`src/rtl/xpar_arb_pkg.sv`:
```
// xpar_arb_pkg: shared state encoding and sizing helpers for the parallel-interface arbiter
package xpar_arb_pkg;
  typedef enum logic [1:0] {
    XPAR_IDLE   = 2'd0,
    XPAR_ACCESS = 2'd1,
    XPAR_ACK    = 2'd2
  } xpar_state_t;
  localparam int XPAR_ADDR_W = 13;
  localparam int XPAR_PADDR_W = XPAR_ADDR_W - 1;
  function automatic int idx_w(input int n);
    return (n > 2) ? $clog2(n) : 1;
  endfunction
endpackage

```
`src/rtl/xpar_arb_xrr_pick.sv`:
```
// xrr_pick: combinational round-robin selector, first request at or after ptr wins
module xrr_pick
  import xpar_arb_pkg::*;
#(
  parameter int N = 2,
  localparam int IW = idx_w(N)
) (
  input  logic [N-1:0]  req,
  input  logic [IW-1:0] ptr,
  output logic [N-1:0]  gnt,
  output logic [IW-1:0] idx,
  output logic          valid
);
  // Walk the requesters starting at ptr with wrap-around, stopping at the first one asserted
  always_comb begin
    logic [IW-1:0] j;
    gnt = '0;
    idx = '0;
    valid = 1'b0;
    j = '0;
    for (int k = 0; k < N; k++) begin
      j = IW'((int'(ptr) + k) % N);
      if (!valid && req[j]) begin
        valid = 1'b1;
        idx = j;
        gnt[j] = 1'b1;
      end
    end
  end
endmodule

```
`src/rtl/xpar_arb.sv`:
```
// xpar_arb: round-robin arbiter and wait-state sequencer for the external parallel interface
module xpar_arb
  import xpar_arb_pkg::*;
#(
  parameter int N_REQ = 2,
  parameter int DATA_W = 32,
  parameter int PADDR_W = XPAR_PADDR_W,
  parameter int WAIT_CYC = 2
) (
  input  logic                     clk,
  input  logic                     rst,
  input  logic [N_REQ-1:0]         req,
  input  logic [N_REQ-1:0]         req_we,
  input  logic [N_REQ*PADDR_W-1:0] req_addr,
  input  logic [N_REQ*DATA_W-1:0]  req_wdata,
  output logic [N_REQ-1:0]         ack,
  output logic [DATA_W-1:0]        rdata,
  output logic [N_REQ-1:0]         grant,
  output logic                     busy,
  output logic [PADDR_W-1:0]       par_addr,
  input  logic [DATA_W-1:0]        par_in,
  output logic                     par_re,
  output logic [DATA_W-1:0]        par_out,
  output logic                     par_we
);
  localparam int IW = idx_w(N_REQ);
  xpar_state_t   state;
  logic [IW-1:0] ptr, g_idx, pick_idx;
  logic [N_REQ-1:0] pick_gnt;
  logic          pick_valid;
  logic [3:0]    cnt;
  xrr_pick #(.N(N_REQ)) u_pick (
    .req   (req),
    .ptr   (ptr),
    .gnt   (pick_gnt),
    .idx   (pick_idx),
    .valid (pick_valid)
  );
  // One access at a time: latch the winner, hold the strobe WAIT_CYC+1 cycles, then pulse ack
  always_ff @(posedge clk or negedge rst) begin
    if (!rst) begin
      state <= XPAR_IDLE;
      ptr <= '0;
      g_idx <= '0;
      cnt <= '0;
      ack <= '0;
      rdata <= '0;
      grant <= '0;
      busy <= 1'b0;
      par_addr <= '0;
      par_re <= 1'b0;
      par_out <= '0;
      par_we <= 1'b0;
    end else begin
      case (state)
        XPAR_IDLE: if (pick_valid) begin
          state <= XPAR_ACCESS;
          grant <= pick_gnt;
          g_idx <= pick_idx;
          busy <= 1'b1;
          cnt <= 4'(WAIT_CYC);
          par_addr <= req_addr[int'(pick_idx)*PADDR_W +: PADDR_W];
          par_out <= req_wdata[int'(pick_idx)*DATA_W +: DATA_W];
          par_we <= req_we[pick_idx];
          par_re <= ~req_we[pick_idx];
        end
        XPAR_ACCESS: if (cnt == 4'd0) begin
          state <= XPAR_ACK;
          par_re <= 1'b0;
          par_we <= 1'b0;
          ack <= grant;
          if (par_re) rdata <= par_in;
        end else begin
          cnt <= cnt - 4'd1;
        end
        XPAR_ACK: begin
          state <= XPAR_IDLE;
          ack <= '0;
          grant <= '0;
          busy <= 1'b0;
          ptr <= (g_idx == IW'(N_REQ - 1)) ? '0 : g_idx + 1'b1;
        end
        default: state <= XPAR_IDLE;
      endcase
    end
  end
endmodule
```
`config.mk`:
```
export PLATFORM = sky130hd
export DESIGN_NAME = xpar_arb
export DESIGN_NICKNAME = d
export VERILOG_FILES = /design/src/rtl/xpar_arb_pkg.sv /design/src/rtl/xpar_arb_xrr_pick.sv /design/src/rtl/xpar_arb.sv
export SDC_FILE = /design/constraint.sdc
export NUM_CORES = 1
export LEC_CHECK = 0
export ABC_CLOCK_PERIOD_IN_PS = 2600
export BUFFER_PORTS_ARGS = -buffer_cell sky130_fd_sc_hd__buf_2
export CORE_MARGIN = 3
export CORE_UTILIZATION = 30
export DETAILED_ROUTE_END_ITERATION = 16
export PLACE_DENSITY = 0.54
export SLEW_MARGIN = 10
export SYNTH_ARGS = -nofsm -noshare
export SYNTH_HDL_FRONTEND = slang
export SYNTH_HIERARCHICAL = 1
export SYNTH_SLANG_ARGS = --single-unit
```
`constraint.sdc`:
```
create_clock -name clk -period 2.6 [get_ports clk]
set_clock_uncertainty 0.05 [all_clocks]
set_input_delay 0.26 -clock clk [delete_from_list [all_inputs] [get_ports clk]]
set_output_delay 0.26 -clock clk [all_outputs]
set_load 0.02 [all_outputs]
```
# Yosys cells after proc, flatten, opt, wreduce, memory -nomap -nowiden
# Cells that the tools add are included.
# classes
mux	34
add_sub_neg	3
magnitude_cmp	5
n_bitwise	2
mul	1
eq_ne	5
n_reduce_logical	16
n_shift	2
# ops
cell	count
$shiftx A64 B7 Y32	1
$shiftx A24 B6 Y12	1
$mux W1	17
$mux W2	6
$pmux W2 S2	3
$reduce_and A3 Y1	3
$mux W4	2
$pmux W4 S2	1
$reduce_and A2 Y1	4
$lt A1 B2 Y1 const B	3
$ne A2 B2 Y1 const B	3
$pmux W1 S2	3
$reduce_bool A2 Y1	3
$logic_not A4 Y1	1
$sub A4 B1 Y4 const B	1
$logic_and A1 B1 Y1	3
$mul A1 B2 Y3 const B	1
$add A1 B1 Y1 const B	2
$demux W1 S1	2
$eq A2 B1 Y1 const B	1
$eq A2 B2 Y1 const B	1
$ge A1 B1 Y1 const B	2
$logic_not A2 Y1	1
$or A2 B2 Y2	1
2 further kinds	2
# totals
out_inout_bits	83
in_bits	126
ff_bits	91
elab_cells	80

# Longest topological paths before layout
# depth
depth_word	11
ltp_mapped	7
depth_no_buf	5

# Hierarchy
# Netlist, hierarchy kept.
# by_module_without_submodules
mod	area_each_um2	cells_per_inst	seq_area_each_um2	instances
xpar_arb	4063.9	326	2277.2	1
xrr_pick	32.5	5	0.0	1

# Least setup slack after synthesis
# OpenSTA, ideal clock, no wires.
# synth_path
kind	register -> register
startpoint	reg cnt[0]
endpoint	reg rdata[0]
t_required_ns	2.425
arrival_ns	1.642
path_stages_with_launch	8
setup_time_ns	0.125
slack_ns	0.783
n_path_buf	2
period_less_slack_ns	1.817
cell_sequence	dfrtp_1 inv_1 ha_1 nor3b_2 and4b_1 buf_6 buf_12 mux2_4
# synth_between
elab_chain_len	2
# synth_lines
item	line	rtl
start, declared	xpar_arb.sv:31	logic [3:0] cnt;
start signal, assigned	xpar_arb.sv:61	cnt <= 4'(WAIT_CYC);
start signal, assigned	xpar_arb.sv:74	cnt <= cnt - 4'd1;
$logic_not A4 Y1	xpar_arb.sv:67	XPAR_ACCESS: if (cnt == 4'd0) begin
$reduce_and A3 Y1 (no line)	n/a	
end signal, assigned	xpar_arb.sv:72	if (par_re) rdata <= par_in;
end, declared	xpar_arb.sv:17	output logic [DATA_W-1:0] rdata,
# No other way between the ends.
# A chain may end at the register's enable or synchronous reset.

# Worst setup path in the final report
# layout_path
startpoint	reg cnt[0]
endpoint	reg rdata[31]
# The elaborated chain is that of the path after synthesis.

==> results.json <==
{
  "ys.flop_type": "dfrtp_1",
  "clock_sinks": 91,
  "core_area_um2": 13300,
  "drc": 0,
  "hold_class": "primary input to flop",
  "dpl.hpwl_mm": 7.44,
  "crit_path_end_kind": "flop",
  "synth_cells": 331,
  "setup_tns_ns": 0,
  "syn_nets": 458,
  "cap_violations": 0,
  "dr.pass1.iters": 4,
  "ios": 209,
  "die_w_um": 123,
  "clk_path_buf_depth": 2,
  "grt_usage_pct": 13.5,
  "syn_to_final_growth_pct": 37.4,
  "hold_depth": 2,
  "synth_edf_count": 0,
  "wl_per_cell_um": 14.2,
  "p_total_mw": 7.05,
  "tightest_slew_ns": 0.588,
  "antenna_cells": 0,
  "grt_max_degree": 64,
  "num_rows": 42,
  "synth.most_common_cell": "dfrtp_1",
  "critical_path_class": "flop to flop",
  "gp_congestion": 0.738,
  "yosysUniqueCellTypes": 32,
  "worstPathMaxFanout": 32,
  "port_buffers": 208,
  "cp.arrival_ns": 2.22,
  "ys_seq_elements": 91,
  "h-tree-depth": 3,
  "min_period_ns": 2.05,
  "worst_ir_drop_vdd_mv": 0.398,
  "die_h_um": 123,
  "r2r_cells": 6,
  "r2r_start": "cnt[0]",
  "grt_pass1_wl_mm": 15.7,
  "slew-limit-headroom_pct": 60.8,
  "initial_utilization_pct": 30.8,
  "synth-async-reset-ratio_pct": 100,
  "final_antenna_net_count": 0,
  "yosys_warnings": 6,
  "critPathLaunchType": "flop",
  "viasPerCell": 4.39,
  "ys_top_cells_by_area": "dfrtp_1 (56%), mux2i_1 (12%), mux2_4 (11%)",
  "cts_buffers": 9,
  "antenna_found_initial": 0,
  "root_buffer": "clkbuf_16",
  "clk_pin_slew_worst_paths_ns": 0.06,
  "avgSynthCellArea_um2": 12.4,
  "overflow": 0,
  "synthTopCellsByCount": "dfrtp_1 (91), nand2_1 (56), mux2i_1 (48)",
  "clock_latency_ns": 0.33,
  "synth_top_area_cell": "dfrtp_1",
  "drive_gt1_share_pct": 49.5,
  "r2r_setup_slack_ns": 0.55,
  "p_per_area_nw_per_um2": 1250,
  "p_leak_nw": 2.91,
  "cts_setup_buffers": 0,
  "reg2reg_to": "rdata[31]",
  "first_iter_violations": 140,
  "netlist_area_um2": 4100,
  "fin_crit_sh_pct": 79.0,
  "hold_path_end": "rdata[22]",
  "worstHoldStart": "par_in[22]",
  "finalWirelength_mm": 10.1,
  "grt_pass1_vias": 3137,
  "via_count": 3140,
  "finalSetupViolations": 0,
  "hold_violations": 0,
  "cts_tree": "yes",
  "slew_violations": 0,
  "nNetsFinal": 661,
  "rsz0062_at_grt": "no",
  "fmax_mhz": 487,
  "seq_area_frac_synth_pct": 55.6,
  "synth_top_area_share_pct": 55.6,
  "die_area_um2": 15100,
  "status": "complete, no violations",
  "cp.required_ns": 2.77
}
[cells by family (layout without fill, tap and decap cells)]
group	after synthesis	count (layout)	synth area share [%]
buffers and inverters	27	235	4.58
AOI/OAI and AO/OA	61	61	8.22
DFF	91	91	55.6
and+or+nand+nor	70	70	7.76
muxes	81	81	23.5
adders and majority gates	1	1	0.305
[critical path, cell delays in order, from the launching register on]
cell and delay, ns:
dfrtp_1 0.40, inv_1 0.08, ha_1 0.19, nor3b_2 0.28, and4b_2 0.29, buf_12 0.25, mux2_2 0.38
[routing by layer]
layer | wire length (um) | global-route usage, % | vias to the layer above
li1 | - | - | 1544
met1 | 4420 | 17.4 | 1426
met2 | 4370 | 20.4 | 158
met3 | 1120 | 4.52 | 12
met4 | 219 | 6.23 | 0
met5 | 0 | 0 | -
[state kept, by name, summed over array words and instances, names as in the netlist]
name and count:
cnt 4, ptr 1, par_re 1, g_idx 1
par_we 1, par_out 32, ack 2, busy 1
rdata 32, state 2, grant 2, par_addr 12
[cell type report]
cell class	count	area, um^2
timing repair buffer	213	1130
multi-input combinational	213	1640
fill	1296	7670
sequential	91	2280
inverter	6	22.5
clock inverter	4	72.6
clock buffer	12	256
tap	176	220
[where the power goes]
group          internal (mW)  switching, mW
combinational           1.29           1.83
sequential              2.11          0.398
clock                  0.894          0.529
total                   4.29           2.75
[repair_timing]
action | 4_1_cts | 5_1_grt
gates resized for setup | 0 | 0
endpoints found under the hold margin | 43 | 0
hold buffers | 1 | 0
[how the worst max path moves through the flow]
stage	startpoint	to	slack, ns	depth (start not counted)
final	cnt[0]	rdata[31]	0.55	6
after global routing	cnt[0]	rdata[31]	0.42	6
after CTS	cnt[0]	rdata[31]	0.54	6
after floorplan	cnt[0]	rdata[0]	0.78	7
after detailed placement	cnt[0]	rdata[31]	0.56	6
after global placement	cnt[0]	rdata[31]	0.63	6
[stage by stage]
step	instance area, um^2	worst slack [ns]	hold WS [ns]	std cells	util (%)
final	5630	0.546	0.106	715	42.3
after CTS	5630	0.544	0.0816	715	42.3
after floorplan	4100	0.783	-0.0856	331	-
after global routing	5630	0.424	0.0891	715	42.3
after detailed placement	5290	0.564	0.259	698	39.8
after global placement	5290	0.632	0.252	698	39.8
[cells in the final DEF (no fill, tap or decap), drive strengths merged, types with 2 or more instances in the layout]
cell | netlist | final
mux2i | 48 | 48
o21bai | 2 | 2
nand2b | 2 | 2
nor2 | 2 | 2
nand2 | 56 | 56
a2bb2oi | 2 | 2
bufinv | 0 | 2
mux2 | 33 | 33
buf | 18 | 212
dfrtp | 91 | 91
nor3b | 2 | 2
o21ai | 50 | 50
a21boi | 3 | 3
inv | 6 | 6
clkbuf | 3 | 12
Note: power is estimated with default switching activity, not from simulation.
